### config.mk
export PLATFORM = sky130hd
export DESIGN_NAME = model_table_reader
export DESIGN_NICKNAME = d
export VERILOG_FILES = /design/src/rtl/model_table_reader_pkg.sv /design/src/rtl/model_table_reader_read_port.sv /design/src/rtl/model_table_reader.sv
export VERILOG_INCLUDE_DIRS = /design/src /design/src/rtl/include
export SDC_FILE = /design/constraint.sdc
export NUM_CORES = 1
export LEC_CHECK = 0
export BUFFER_PORTS_ARGS = -buffer_cell sky130_fd_sc_hd__buf_4
export CORE_UTILIZATION = 52
export DETAILED_ROUTE_END_ITERATION = 12
export HOLD_SLACK_MARGIN = 0.12
export PLACE_DENSITY_LB_ADDON = 0.12
export SLEW_MARGIN = 10
export SYNTH_ARGS = -nofsm -noshare
export SYNTH_HDL_FRONTEND = slang
export SYNTH_HIERARCHICAL = 1
export SYNTH_SLANG_ARGS = --single-unit
export TNS_END_PERCENT = 50
### constraint.sdc
create_clock -name clk_i -period 2.7 [get_ports clk_i]
set_input_delay 0.405 -clock clk_i [delete_from_list [all_inputs] [get_ports clk_i]]
set_output_delay 0.405 -clock clk_i [all_outputs]
set_load 0.1 [all_outputs]
### src/rtl/include/define.v
// Table-select codes shared by the model_config_mem read port and its initiators.
// They occupy address bits [10:8] of a model_config_mem read address.
`ifndef MODEL_CONFIG_DEFINE_V
`define MODEL_CONFIG_DEFINE_V
`define FORWARD_COMPUTE   3'd1
`define BACKWARD_COMPUTE  3'd2
`define INTERMEDIATE_MEM  3'd3
`endif

### src/rtl/model_table_reader_pkg.sv
// model_table_reader_pkg
//   Shared constants and helpers for the model table reader:
//   table-select codes (taken from define.v), field widths, address packing
//   and layer-count clamping.
`include "define.v"

package model_table_reader_pkg;

  localparam int unsigned IDX_W   = 5;
  localparam int unsigned LAYER_W = 6;
  localparam int unsigned DATA_W  = 32;
  localparam int unsigned ADDR_W  = 32;

  localparam logic [2:0] SEL_FWD = `FORWARD_COMPUTE;
  localparam logic [2:0] SEL_BWD = `BACKWARD_COMPUTE;
  localparam logic [2:0] SEL_INT = `INTERMEDIATE_MEM;

  // Read address: [10:8] table select, [4:0] layer index, all other bits zero.
  function automatic logic [ADDR_W-1:0] table_addr(input logic [2:0]       sel,
                                                   input logic [IDX_W-1:0] idx);
    logic [ADDR_W-1:0] a;
    a       = '0;
    a[10:8] = sel;
    a[4:0]  = idx;
    return a;
  endfunction

  // Layer counts above the table depth are clamped to the table depth.
  function automatic logic [LAYER_W-1:0] clamp_layers(input logic [LAYER_W-1:0] n,
                                                      input logic [LAYER_W-1:0] max_n);
    return (n > max_n) ? max_n : n;
  endfunction

endpackage

### src/rtl/model_table_reader_read_port.sv
// model_read_port
//   Issues a single read strobe toward model_config_mem and returns the read
//   data READ_LAT cycles later together with a one-cycle rvalid pulse.
//   Only one read may be outstanding; the requester waits for rvalid.
// Ports
//   clk_i, rst_ni        clock / async active-low reset
//   req_i                one-cycle read request; strobe goes out the same cycle
//   addr_i               read address presented with req_i
//   model_addr_o         address to memory; holds the last address between strobes
//   model_read_valid_o   read strobe to memory
//   model_data_i         memory read data
//   rdata_o / rvalid_o   returned data and its one-cycle valid
module model_read_port
  import model_table_reader_pkg::*;
#(
  parameter int unsigned READ_LAT = 1
) (
  input  logic              clk_i,
  input  logic              rst_ni,
  input  logic              req_i,
  input  logic [ADDR_W-1:0] addr_i,
  output logic [ADDR_W-1:0] model_addr_o,
  output logic              model_read_valid_o,
  input  logic [DATA_W-1:0] model_data_i,
  output logic [DATA_W-1:0] rdata_o,
  output logic              rvalid_o
);

  localparam int unsigned CNT_W = (READ_LAT > 1) ? $clog2(READ_LAT) : 1;

  logic [CNT_W-1:0]  cnt_q, cnt_d;
  logic              pend_q, pend_d;
  logic [ADDR_W-1:0] addr_q, addr_d;

  // Down-counter loaded at the strobe; data is valid when it reaches zero
  // while a read is pending, i.e. READ_LAT cycles after the strobe.
  always_comb begin
    cnt_d  = cnt_q;
    pend_d = pend_q;
    addr_d = addr_q;
    if (req_i) begin
      pend_d = 1'b1;
      cnt_d  = CNT_W'(READ_LAT - 1);
      addr_d = addr_i;
    end else if (pend_q) begin
      if (cnt_q == '0) begin
        pend_d = 1'b0;
      end else begin
        cnt_d = cnt_q - CNT_W'(1);
      end
    end
  end

  always_ff @(posedge clk_i or negedge rst_ni) begin
    if (!rst_ni) begin
      cnt_q  <= '0;
      pend_q <= 1'b0;
      addr_q <= '0;
    end else begin
      cnt_q  <= cnt_d;
      pend_q <= pend_d;
      addr_q <= addr_d;
    end
  end

  assign model_read_valid_o = req_i;
  assign model_addr_o       = req_i ? addr_i : addr_q;
  assign rdata_o            = model_data_i;
  assign rvalid_o           = pend_q && (cnt_q == '0);

endmodule

### src/rtl/model_table_reader.sv
// model_table_reader
//   Walks the forward or backward compute table plus the intermediate-mem
//   table of model_config_mem, one layer at a time, and emits one
//   {layer, compute, intermediate} descriptor per layer on a valid/ready stream.
//   Forward walks layer 0..N-1, backward walks N-1..0.
// Ports
//   clk_i, rst_ni              clock / async active-low reset
//   start_i, direction_i       start request and walk direction (sampled in IDLE)
//   num_layers_i               layer count, clamped to MAX_LAYERS
//   model_addr_o, model_read_valid_o, model_data_i   memory read port
//   desc_valid_o, desc_ready_i, desc_layer_o, desc_compute_o, desc_interm_o
//                              descriptor stream
//   busy_o, done_o             walk in progress / one-cycle completion pulse
//
// state  | meaning
// IDLE   | waiting for start_i
// RD_C   | compute-table read strobe
// WT_C   | waiting for compute data
// RD_I   | intermediate-mem read strobe
// WT_I   | waiting for intermediate data
// EMIT   | descriptor valid, waiting for ready
// DONE   | one-cycle done pulse
module model_table_reader
  import model_table_reader_pkg::*;
#(
  parameter int unsigned READ_LAT   = 1,
  parameter int unsigned MAX_LAYERS = 32
) (
  input  logic               clk_i,
  input  logic               rst_ni,
  input  logic               start_i,
  input  logic               direction_i,
  input  logic [LAYER_W-1:0] num_layers_i,
  output logic [ADDR_W-1:0]  model_addr_o,
  output logic               model_read_valid_o,
  input  logic [DATA_W-1:0]  model_data_i,
  output logic               desc_valid_o,
  input  logic               desc_ready_i,
  output logic [IDX_W-1:0]   desc_layer_o,
  output logic [DATA_W-1:0]  desc_compute_o,
  output logic [DATA_W-1:0]  desc_interm_o,
  output logic               busy_o,
  output logic               done_o
);

  typedef enum logic [2:0] {
    S_IDLE = 3'd0,
    S_RD_C = 3'd1,
    S_WT_C = 3'd2,
    S_RD_I = 3'd3,
    S_WT_I = 3'd4,
    S_EMIT = 3'd5,
    S_DONE = 3'd6
  } state_e;

  localparam logic [LAYER_W-1:0] MAX_N = LAYER_W'(MAX_LAYERS);

  state_e             state_q, state_d;
  logic [IDX_W-1:0]   idx_q, idx_d;
  logic               dir_q, dir_d;
  logic [LAYER_W-1:0] n_q, n_d;
  logic [DATA_W-1:0]  comp_q, comp_d;
  logic [DATA_W-1:0]  interm_q, interm_d;

  logic               rd_req;
  logic [2:0]         rd_sel;
  logic [ADDR_W-1:0]  rd_addr;
  logic [DATA_W-1:0]  rd_rdata;
  logic               rd_rvalid;
  logic [LAYER_W-1:0] n_clamped;
  logic               last_layer;

  assign n_clamped  = clamp_layers(num_layers_i, MAX_N);
  // Backward walks end at 0, so the decrement never wraps.
  assign last_layer = dir_q ? (idx_q == '0) : ({1'b0, idx_q} == (n_q - LAYER_W'(1)));
  assign rd_addr    = table_addr(rd_sel, idx_q);

  always_comb begin
    state_d  = state_q;
    idx_d    = idx_q;
    dir_d    = dir_q;
    n_d      = n_q;
    comp_d   = comp_q;
    interm_d = interm_q;
    rd_req   = 1'b0;
    rd_sel   = SEL_INT;
    case (state_q)
      S_IDLE: begin
        if (start_i) begin
          dir_d = direction_i;
          n_d   = n_clamped;
          idx_d = direction_i ? IDX_W'(n_clamped - LAYER_W'(1)) : '0;
          state_d = (n_clamped == '0) ? S_DONE : S_RD_C;
        end
      end
      S_RD_C: begin
        rd_req  = 1'b1;
        rd_sel  = dir_q ? SEL_BWD : SEL_FWD;
        state_d = S_WT_C;
      end
      S_WT_C: begin
        if (rd_rvalid) begin
          comp_d  = rd_rdata;
          state_d = S_RD_I;
        end
      end
      S_RD_I: begin
        rd_req  = 1'b1;
        rd_sel  = SEL_INT;
        state_d = S_WT_I;
      end
      S_WT_I: begin
        if (rd_rvalid) begin
          interm_d = rd_rdata;
          state_d  = S_EMIT;
        end
      end
      S_EMIT: begin
        if (desc_ready_i) begin
          if (last_layer) begin
            state_d = S_DONE;
          end else begin
            idx_d   = dir_q ? (idx_q - IDX_W'(1)) : (idx_q + IDX_W'(1));
            state_d = S_RD_C;
          end
        end
      end
      S_DONE: begin
        state_d = S_IDLE;
      end
      default: begin
        state_d = S_IDLE;
      end
    endcase
  end

  always_ff @(posedge clk_i or negedge rst_ni) begin
    if (!rst_ni) begin
      state_q  <= S_IDLE;
      idx_q    <= '0;
      dir_q    <= 1'b0;
      n_q      <= '0;
      comp_q   <= '0;
      interm_q <= '0;
    end else begin
      state_q  <= state_d;
      idx_q    <= idx_d;
      dir_q    <= dir_d;
      n_q      <= n_d;
      comp_q   <= comp_d;
      interm_q <= interm_d;
    end
  end

  model_read_port #(
    .READ_LAT (READ_LAT)
  ) u_read_port (
    .clk_i              (clk_i),
    .rst_ni             (rst_ni),
    .req_i              (rd_req),
    .addr_i             (rd_addr),
    .model_addr_o       (model_addr_o),
    .model_read_valid_o (model_read_valid_o),
    .model_data_i       (model_data_i),
    .rdata_o            (rd_rdata),
    .rvalid_o           (rd_rvalid)
  );

  // All stream/status outputs decode registered state only, so ready never
  // reaches valid combinationally.
  assign desc_valid_o   = (state_q == S_EMIT);
  assign desc_layer_o   = idx_q;
  assign desc_compute_o = comp_q;
  assign desc_interm_o  = interm_q;
  assign done_o         = (state_q == S_DONE);
  assign busy_o         = (state_q != S_IDLE) && (state_q != S_DONE);

endmodule

==> flow_summary.yaml <==
synth:
  synthFlopType: "dfrtp_1"
  synth_common_cells: "dfrtp_1 (112), mux2_2 (64), buf_4 (33)"
  yosysMostFrequentCell: "dfrtp_1"
  yosys_warnings: 6
  yosys.area_share.simple: 0.06352
  ys_ff_latch: 112
  ys_async_sr_fraction: 1.000
  syn_avg_cell_area_um2: 13.49
  synth-compound-area-share: 0.05249
  synth.distinct_cells: 51
  yosysSeqAreaShare: 0.5369
  synth.area.mux_share: 0.2327
  yosysTopAreaCellShare: 0.5369
  syn_inst: 387
  synth_top_family_by_area: "multiplexers"
  synth_area_leaders: "dfrtp_1 (54%), mux2_2 (14%), mux2_4 (8.6%)"
  synth_edf_count: 0
  synth_area_mm2: 0.005220
  yosys.area.top_type: "dfrtp_1"
  synthAdderAreaFrac: 0.01582
  synthXorXnorAreaFrac: 0.01846
detailed_routing:
  ant_nets: 0
  drt_iter0_markers: 104
  vias: 3349
  firstDrtPassIters: 4
  wl_per_cell_um: 15.34
  wirelength_mm: 10.23
  vias_per_cell: 5.021
  drc: 0
finish:
  syn_to_final_growth_pct: 24.90
  drive_gt1_frac: 0.5150
  finalNonFillerCells: 667
  diodes: 0
  fin_nets: 578
die:
  top_level_ports: 148
  start_util: 0.5365
  core_area_mm2: 0.009729
  die_y_um: 102.2
  rows: 36
  dieArea_mm2: 0.01044
  die_x_um: 102.2
sta:
  finClkSkew_ps: 15.25
  fin_crit_ps: 2508
  fin_setup_tns_ps: 0
  timing.fmax_mhz: 398.7
  rsz0062_at_grt: "no"
  finalMaxSlewViolations: 0
  hold_viol_final: 0
  setup_viol: 0
  slew_headroom: 0.6563
  holdWs_ps: 260.9
  fin_crit_sh: 0.9290
  tightestPinTransition_ps: 511.6
global_routing:
  antenna_found_initial: 0
  grt_pass1_vias: 3329
  grt_pass1_wl_mm: 16.43
  use_met1: 0.2783
  grt_overflow_total: 0
  grt_use_met3: 0.04583
  grt_max_degree: 43
  grt_use_met2: 0.3201
  top_usage_layer: "met2"
  grt_usage: 0.2042
outcome:
  outcome: "finished clean"
clock_network:
  cts.clk_slew.worst_paths_ps: 110
  htree_num_levels: 3
  cts_tree: "done"
  cts_inserted_buffers: 9
  cts-root-buf: "clkbuf_8"
  clock_path_buffers: 2
  clock_latency_ps: 360
  clock-sinks: 112
placement:
  dpl.cell_count: 650
  port-buffer-count: 147
  place_hpwl_mm: 7.525
  gp_congestion: 0.8746
critical_path:
  r2r.worst_path.cells: 5
  r2r_setup_slack_ps: 490
  rr_endpoint: "desc_layer_o[2]"
  crit_path_end_kind: "output port"
  critPathLaunchType: "flip-flop"
  path_class: "reg2out"
  critPathArrivalTime_ps: 2100
  cp_max_fo: 14
  crit_required_ps: 2300
  timing.rr.start: "n_q[2]"
min_path:
  whs_endpoint: "desc_interm_o[8]"
  hold_path_class: "in2reg"
  hold_depth: 2
  worstHoldStart: "model_data_i[8]"
run:
  drv_cap: 0
## per-stage QoR
| step | instance area [µm²] | utilization | setup WS (ps) |
|---|---|---|---|
| after floorplan | 5315 | - | 261.4 |
| after global placement | 6315 | 0.6490 | 382.5 |
| after detailed placement | 6315 | 0.6490 | 367.1 |
| after CTS | 6518 | 0.6699 | 111.0 |
| after global routing | 6520 | 0.6701 | 48.78 |
| final | 6520 | 0.6701 | 191.7 |
## sequential cells by signal (all words and copies together) (netlist names)
register and count:
desc_compute_o 32, desc_interm_o 32, u_read_port/addr_q 32, n_q 6, desc_layer_o 5, state_q 3, dir_q 1, u_read_port/pend_q 1
## cells in the final DEF, fill, tap and decap left out, types with 2 or more instances in the layout
| cell type | synthesis | final |
|---|---|---|
| clkinv_4 | 0 | 2 |
| clkbuf_8 | 0 | 10 |
| inv_1 | 11 | 10 |
| nand3_1 | 5 | 5 |
| nor3_2 | 1 | 2 |
| buf_12 | 3 | 3 |
| inv_6 | 0 | 2 |
| a21o_1 | 2 | 2 |
| a211oi_1 | 2 | 2 |
| o31a_1 | 3 | 3 |
| nor2_1 | 5 | 5 |
| xor2_1 | 6 | 6 |
| dfrtp_1 | 112 | 111 |
| and3b_1 | 2 | 2 |
| mux2_1 | 3 | 3 |
| nor3_1 | 6 | 5 |
| mux2_4 | 30 | 30 |
| nand2_1 | 19 | 19 |
| or2_1 | 2 | 2 |
| or3_1 | 2 | 2 |
| nor3b_1 | 3 | 2 |
| o21ai_0 | 10 | 10 |
| conb_1 | 1 | 25 |
| nand2b_1 | 7 | 7 |
| nor2b_1 | 3 | 3 |
| buf_4 | 33 | 152 |
| ha_1 | 5 | 5 |
| o31ai_1 | 2 | 2 |
| a21oi_1 | 3 | 3 |
| a221oi_1 | 2 | 2 |
| o211ai_1 | 4 | 4 |
| mux2_2 | 64 | 64 |
| xnor2_1 | 5 | 5 |
## worst max path at each step
stage / depth (start not counted) / startpoint / endpoint
finish: 6 / state_q[2] / model_addr_o[4]
global route: 6 / state_q[2] / model_addr_o[4]
CTS: 6 / state_q[2] / model_addr_o[21]
detailed placement: 8 / num_layers_i[5] / state_q[1]
global placement: 8 / num_layers_i[5] / state_q[1]
floorplan: 5 / desc_layer_o[2] / desc_layer_o[2]
## logic make-up after synthesis
group                    after synthesis
multiplexers                          98
XOR/XNOR                              11
other                                  1
AO/OA/AOI/OAI                         38
adder cells (fa/ha/maj)                6
AND/OR/NAND/NOR                       61
buffers and inverters                 60
flip-flops                           112
## cell type report
cell class | instances | area (µm²)
Fill cell | 756 | 3209
Sequential cell | 112 | 2804
Multi-Input combinational cell | 239 | 2103
Timing Repair Buffer | 156 | 1211
Tap cell | 133 | 166.4
Clock buffer | 11 | 141.4
Clock inverter | 5 | 51.30
Inverter | 11 | 42.54
## worst max-delay path, cell delays in order, from the launching register on
cell and delay [ps]:
dfrtp_2 460, inv_1 100, nand2_1 120, clkinv_2 260, buf_12 260, mux2_4 310, buf_4 230
## repair_timing
action	CTS	global route
setup endpoints to repair	0	16
hold endpoints to repair	34	0
buffers inserted	0	0
hold buffers	1	0
gates resized for setup	0	2
## per-layer routing
metal	part of all wire	wire length [µm]
met1	0.45	4613
met2	0.47	4833
met3	0.062	633
met4	0.015	149
met5	0	0
Power is not shown: default switching activity piles up to over one toggle a cycle in this logic, so the estimate is an artifact.
